[src/rtl/md_pkg.sv]
// Shared state encoding and default sizing for the multiply/divide sequencer.
package md_pkg;

  localparam int unsigned MD_ITERS = 32;
  localparam int unsigned MD_CNT_W = 5;

  typedef enum logic [2:0] {
    ST_IDLE = 3'd0,
    ST_LOAD = 3'd1,
    ST_RUN  = 3'd2,
    ST_DONE = 3'd3,
    ST_EXC  = 3'd4
  } md_state_e;

  // States in which the front of the pipeline must be held.
  function automatic logic st_busy(input md_state_e s);
    return (s == ST_LOAD) || (s == ST_RUN);
  endfunction

endpackage

[src/rtl/md_sequencer_if.sv]
// Decode-stage request / datapath control bundle between the pipeline and the sequencer.
interface md_sequencer_if import md_pkg::*; #(
  parameter int unsigned CNT_W = MD_CNT_W
) ();

  logic             start_mult;
  logic             start_div;
  logic             divisor_zero;
  logic             flush;
  logic             md_load;
  logic             md_step;
  logic             md_is_div;
  logic [CNT_W-1:0] iter;
  logic             stall;
  logic             result_valid;
  logic             exception;

  modport master (
    output start_mult, start_div, divisor_zero, flush,
    input  md_load, md_step, md_is_div, iter, stall, result_valid, exception
  );

  modport slave (
    input  start_mult, start_div, divisor_zero, flush,
    output md_load, md_step, md_is_div, iter, stall, result_valid, exception
  );

endinterface

[src/rtl/md_iter_counter.sv]
// Iteration counter: synchronous clear, count enable, wraps to zero after ITERS-1.
module md_iter_counter import md_pkg::*; #(
  parameter int unsigned ITERS = MD_ITERS,
  parameter int unsigned CNT_W = MD_CNT_W
) (
  input  logic             clock,
  input  logic             reset_n,
  input  logic             clear_i,
  input  logic             enable_i,
  output logic [CNT_W-1:0] count_o,
  output logic             tc_o
);

  localparam logic [CNT_W-1:0] LAST = CNT_W'(ITERS - 1);

  logic [CNT_W-1:0] count_q;

  // Iteration index; clear wins over enable.
  always_ff @(posedge clock or negedge reset_n) begin
    if (!reset_n) begin
      count_q <= '0;
    end else if (clear_i) begin
      count_q <= '0;
    end else if (enable_i) begin
      if (count_q == LAST) begin
        count_q <= '0;
      end else begin
        count_q <= count_q + CNT_W'(1);
      end
    end
  end

  assign count_o = count_q;
  assign tc_o    = (count_q == LAST);

endmodule

[src/rtl/md_sequencer.sv]
// Multi-cycle multiply/divide control FSM: sequences load/step strobes and
// holds the front of the pipeline until the iterative datapath finishes.
module md_sequencer import md_pkg::*; #(
  parameter int unsigned ITERS = MD_ITERS,
  parameter int unsigned CNT_W = MD_CNT_W
) (
  input  logic           clock,
  input  logic           reset_n,
  md_sequencer_if.slave  bus
);

  md_state_e        state_q;
  logic             is_div_q;
  logic             cnt_clear_s;
  logic             cnt_en_s;
  logic             cnt_tc_s;
  logic [CNT_W-1:0] iter_s;
  logic             start_any_s;

  md_iter_counter #(
    .ITERS (ITERS),
    .CNT_W (CNT_W)
  ) u_iter (
    .clock    (clock),
    .reset_n  (reset_n),
    .clear_i  (cnt_clear_s),
    .enable_i (cnt_en_s),
    .count_o  (iter_s),
    .tc_o     (cnt_tc_s)
  );

  // Counter only advances in RUN; everywhere else it is held at zero.
  always_comb begin
    cnt_clear_s = 1'b1;
    cnt_en_s    = 1'b0;
    if (bus.flush) begin
      cnt_clear_s = 1'b1;
      cnt_en_s    = 1'b0;
    end else begin
      cnt_clear_s = (state_q != ST_RUN);
      cnt_en_s    = (state_q == ST_RUN);
    end
  end

  // Sequencer FSM and captured operation type; flush overrides everything.
  always_ff @(posedge clock or negedge reset_n) begin
    if (!reset_n) begin
      state_q  <= ST_IDLE;
      is_div_q <= 1'b0;
    end else if (bus.flush) begin
      state_q  <= ST_IDLE;
    end else begin
      case (state_q)
        ST_IDLE: begin
          if (bus.start_div) begin
            is_div_q <= 1'b1;
            state_q  <= bus.divisor_zero ? ST_EXC : ST_LOAD;
          end else if (bus.start_mult) begin
            is_div_q <= 1'b0;
            state_q  <= ST_LOAD;
          end else begin
            state_q  <= ST_IDLE;
          end
        end
        ST_LOAD: state_q <= ST_RUN;
        ST_RUN:  state_q <= cnt_tc_s ? ST_DONE : ST_RUN;
        ST_DONE: state_q <= ST_IDLE;
        ST_EXC:  state_q <= ST_IDLE;
        default: state_q <= ST_IDLE;
      endcase
    end
  end

  assign start_any_s = bus.start_mult | bus.start_div;

  // Strobes come from the state register; a flush cycle masks them all.
  always_comb begin
    bus.md_load      = 1'b0;
    bus.md_step      = 1'b0;
    bus.result_valid = 1'b0;
    bus.exception    = 1'b0;
    if (bus.flush) begin
      bus.md_load      = 1'b0;
      bus.md_step      = 1'b0;
      bus.result_valid = 1'b0;
      bus.exception    = 1'b0;
    end else begin
      bus.md_load      = (state_q == ST_LOAD);
      bus.md_step      = (state_q == ST_RUN);
      bus.result_valid = (state_q == ST_DONE) || (state_q == ST_EXC);
      bus.exception    = (state_q == ST_EXC);
    end
  end

  // A start in IDLE stalls in its own cycle so decode holds the instruction.
  always_comb begin
    bus.stall = 1'b0;
    if (!reset_n) begin
      bus.stall = 1'b0;
    end else if (st_busy(state_q)) begin
      bus.stall = 1'b1;
    end else begin
      bus.stall = (state_q == ST_IDLE) && start_any_s && !bus.flush;
    end
  end

  assign bus.md_is_div = is_div_q;
  assign bus.iter      = iter_s;

endmodule

[src/flat_wrapper.sv]
// flat-port wrapper written by rule: the top's interface ports become plain ports
module md_sequencer_flat import md_pkg::*;
#(
  parameter int unsigned ITERS = MD_ITERS,
  parameter int unsigned CNT_W = MD_CNT_W
)
  (clock, reset_n, bus_start_mult, bus_start_div, bus_divisor_zero, bus_flush, bus_md_load, bus_md_step, bus_md_is_div, bus_iter, bus_stall, bus_result_valid, bus_exception);
  md_sequencer_if #(.CNT_W(CNT_W)) bus_i ();
  input  logic clock;
  input  logic reset_n;
  input wire logic [$bits(bus_i.start_mult)-1:0] bus_start_mult;
  input wire logic [$bits(bus_i.start_div)-1:0] bus_start_div;
  input wire logic [$bits(bus_i.divisor_zero)-1:0] bus_divisor_zero;
  input wire logic [$bits(bus_i.flush)-1:0] bus_flush;
  output wire logic [$bits(bus_i.md_load)-1:0] bus_md_load;
  output wire logic [$bits(bus_i.md_step)-1:0] bus_md_step;
  output wire logic [$bits(bus_i.md_is_div)-1:0] bus_md_is_div;
  output wire logic [$bits(bus_i.iter)-1:0] bus_iter;
  output wire logic [$bits(bus_i.stall)-1:0] bus_stall;
  output wire logic [$bits(bus_i.result_valid)-1:0] bus_result_valid;
  output wire logic [$bits(bus_i.exception)-1:0] bus_exception;
  assign bus_i.start_mult = bus_start_mult;
  assign bus_i.start_div = bus_start_div;
  assign bus_i.divisor_zero = bus_divisor_zero;
  assign bus_i.flush = bus_flush;
  assign bus_md_load = bus_i.md_load;
  assign bus_md_step = bus_i.md_step;
  assign bus_md_is_div = bus_i.md_is_div;
  assign bus_iter = bus_i.iter;
  assign bus_stall = bus_i.stall;
  assign bus_result_valid = bus_i.result_valid;
  assign bus_exception = bus_i.exception;
  md_sequencer #(.ITERS(ITERS), .CNT_W(CNT_W)) u_core (.clock(clock), .reset_n(reset_n), .bus(bus_i));
endmodule
[config.mk]
export PLATFORM = sky130hd
export DESIGN_NAME = md_sequencer_flat
export DESIGN_NICKNAME = d
export VERILOG_FILES = /design/src/rtl/md_pkg.sv /design/src/rtl/md_sequencer_if.sv /design/src/rtl/md_iter_counter.sv /design/src/rtl/md_sequencer.sv /design/src/flat_wrapper.sv
export SDC_FILE = /design/constraint.sdc
export NUM_CORES = 1
export LEC_CHECK = 0
export ABC_AREA = 1
export BUFFER_PORTS_ARGS = -buffer_cell sky130_fd_sc_hd__buf_2
export CORE_AREA = 3 3 40 42
export CTS_CLUSTER_SIZE = 28
export DETAILED_ROUTE_END_ITERATION = 12
export DIE_AREA = 0 0 43 45
export PLACE_DENSITY = 0.66
export SYNTH_ARGS = -nofsm -noshare
export SYNTH_HDL_FRONTEND = slang
export SYNTH_HIERARCHICAL = 1
export SYNTH_SLANG_ARGS = --single-unit
[constraint.sdc]
create_clock -name clock -period 1.94 [get_ports clock]
set_clock_uncertainty 0.1 [all_clocks]
set_input_delay 0.388 -clock clock [delete_from_list [all_inputs] [get_ports clock]]
set_output_delay 0.388 -clock clock [all_outputs]
set_load 0.02 [all_outputs]
==> impl_metrics.ini <==
[grt]
top_usage_layer = met1
met1_usage = 0.1861
antenna_found_initial = 0
track_usage = 0.1413
grt_pass1_vias = 446
grt_overflow = 0
grt_max_degree = 10
use_met2 = 0.1796
grt_pass1_wl_mm = 1.883
grtUsageMet3 = 0.05976

[setup_path]
cp_cell_sequence = dlygate4sd3_1 -> buf_2 -> inv_1 -> a21oi_1 -> buf_2
worstSetupPathType = in -> out
setup.worst_path.start_class = primary input
worst_path_dominant_cell_family = buffers and inverters
arrival_ps = 1320
ff2ff_setup_slack_ps = 450
reg2reg_from = u_core/u_iter/count_o[0]
reg2reg_to = u_core/u_iter/count_o[2]
cp_common_cell = buf_2
crit_slowest_cell = dlygate4sd3_1
cp_num_buf_inv = 4
cp_max_fo = 2
cp.required_ps = 1450
end_kind = primary output
worst-r2r-cell-count = 9
max_stage_delay_ps = 510

[yosys]
yosysUniqueCellTypes = 16
synth_fp_nets = 79
synthCells = 71
synth_seq_cells = 9
ys_seq_area_frac = 0.4306
syn_area_um2 = 523.0
syn_area_per_cell_um2 = 7.366
ys_warn_count = 6

[power_and_ir_drop]
p_sw_w = 0.0001527
p_per_area_mw_per_mm2 = 710.7
p_leak_nw = 0.4041
power_frac_seq = 0.458
p_int_w = 0.0003203
power_w = 0.0004730
swShare = 0.3229
combPwrFrac = 0.222
ir_drop_v = 0.0003965
p_clk_frac = 0.320

[routing]
drt-total-wl_mm = 1.111
via_count = 503
final_antenna_net_count = 0
wire_per_inst_um = 10.29
dr.first_iter.drc_count = 10
drt_drc_violations_left = 0
drt-pass1-iter-count = 4
viasPerCell = 4.657

[timing]
fmax_ghz = 0.5543
fin_ws_ps = 136.0
worstMarginPinSlew_ps = 245.6
rsz0062_at_grt = no
final-setup-viol-count = 0
final.setup.tns_ps = 0
finalCritPeriodShare = 0.9299
finalHoldViolCount = 0
slew_viol_final = 0
period_minus_slack_ps = 1804
relSlewSlack = 0.8361

[cts]
clock_latency_ps = 260
path_clk_slew_ps = 60
htree_levels = 1
clock-sinks = 9
post_cts_buffers = 0
tritoncts = done
root_buffer = clkbuf_4
numCtsBuffers = 3
cts_max_path_buffers = 2

[finish]
nNetsFinal = 102
multi_input_area_um2 = 249.0
ff_latch_area_um2 = 225.2
instances_no_fill = 108
antennaDiodeCount = 0
drive_above_1_share = 0.3011
fillers = 138
syn_to_final_growth_pct = 27.27

[floorplan]
coreArea_mm2 = 0.001285
ioPinCount = 17
die_y_um = 45
placementRows = 13
die_x_um = 43
start_util = 0.4070
dieArea_mm2 = 0.001935

[place]
hpwlAfterDp_um = 860.9
dpl.cell_count = 103
gp_congestion = 0.7724
port_buffers = 16
place_ws_ps = 345.7

[flow_run]
drv_cap = 0

[worst_hold_path]
holdPathEnd = u_core/state_q[2]
worstHoldPathType = in -> reg
hp-start = bus_divisor_zero
min_path_cells = 3

[run_status]
outcome = finished clean
[flip-flops by register name, indices dropped and copies added, names as in the netlist]
register and count:
u_core/bus.md_is_div 1, u_core/state_q 3, u_core/u_iter/count_o 5
[per-stage QoR]
stage | area [µm²] | utilization | hold WS (ps)
3_3_place_gp | 629.4 | 0.4898 | 220.5
3_5_place_dp | 629.4 | 0.4898 | 229.1
5_1_grt | 665.6 | 0.5180 | 292.6
2_1_floorplan | 523.0 | - | -7.591
6_report | 665.6 | 0.5180 | 283.2
4_1_cts | 665.6 | 0.5180 | 274.4
[cells in the final DEF (no fill, tap or decap)]
| master | count |
|---|---|
| a21oi_1 | 2 |
| buf_2 | 16 |
| buf_4 | 1 |
| clkbuf_1 | 1 |
| clkbuf_4 | 3 |
| dfrtp_1 | 9 |
| dlygate4sd3_1 | 1 |
| ha_1 | 2 |
| inv_1 | 11 |
| inv_2 | 2 |
| nand2_1 | 21 |
| nand3_1 | 6 |
| nand3_2 | 1 |
| nand4_1 | 1 |
| nor2_1 | 5 |
| nor2_2 | 4 |
| nor2_4 | 1 |
| nor3_1 | 2 |
| o21a_1 | 1 |
| o21ai_1 | 2 |
| o22ai_1 | 1 |
[worst max path at each step]
stage | start | to | slack [ps] | cells after the start
2_1_floorplan | u_core/state_q[2] | bus_md_load | 390 | 3
3_3_place_gp | bus_flush | bus_md_step | 370 | 5
3_5_place_dp | bus_flush | bus_md_step | 350 | 5
4_1_cts | u_core/state_q[1] | bus_md_step | 90 | 5
5_1_grt | u_core/state_q[0] | bus_result_valid | 20 | 4
6_report | reset_n | bus_stall | 140 | 5
[cell usage after synthesis, drive strengths merged]
cell type,n,share of area
o21a,1,0.014
nand2,21,0.15
nand3,7,0.077
a21oi,2,0.019
o22ai,1,0.012
inv,13,0.093
ha,2,0.048
o21ai,2,0.019
nor3,2,0.019
dfrtp,9,0.43
nand4,1,0.012
nor2,10,0.11
[kinds of logic after synthesis]
logic type / synth area share
flip-flops: 0.4306
AND/OR/NAND/NOR: 0.3637
adder cells (fa/ha/maj): 0.04784
buffers and inverters: 0.09329
AO/OA/AOI/OAI: 0.06461
[worst min-delay path, stage by stage]
cell and delay (ps):
buf_2 100, nand2_1 70, nor3_1 50
[final cells by class]
| type | count | share of cell area |
|---|---|---|
| Inverter | 13 | 0.07331 |
| Timing Repair Buffer | 18 | 0.1466 |
| Sequential cell | 9 | 0.3383 |
| Clock buffer | 4 | 0.03947 |
| Tap cell | 15 | 0.02820 |
| Multi-Input combinational cell | 49 | 0.3741 |
[power by group through the flow]
stage,sequential [W],clock (W),combinational (W)
2_1_floorplan,0.000230,0,0.0000565
6_report,0.000217,0.000151,0.000105
3_3_place_gp,0.000220,0,0.000103
5_1_grt,0.000220,0.000171,0.000117
4_1_cts,0.000217,0.000158,0.000105
3_5_place_dp,0.000221,0,0.000103
[metal layers]
| metal | wire length (µm) | vias up |
|---|---|---|
| met3 | 54 | 4 |
| met2 | 488 | 13 |
| met5 | 0 | - |
| met4 | 28 | 0 |
| met1 | 539 | 221 |
| li1 | - | 265 |
[repair_timing]
action / 4_1_cts / 5_1_grt
hold endpoints to repair: 9 / 0
endpoints found under the setup margin: 0 / 1
hold buffers: 1 / 0
gates resized for setup: 0 / 1
No activity file was read; power rests on OpenSTA's default activity.
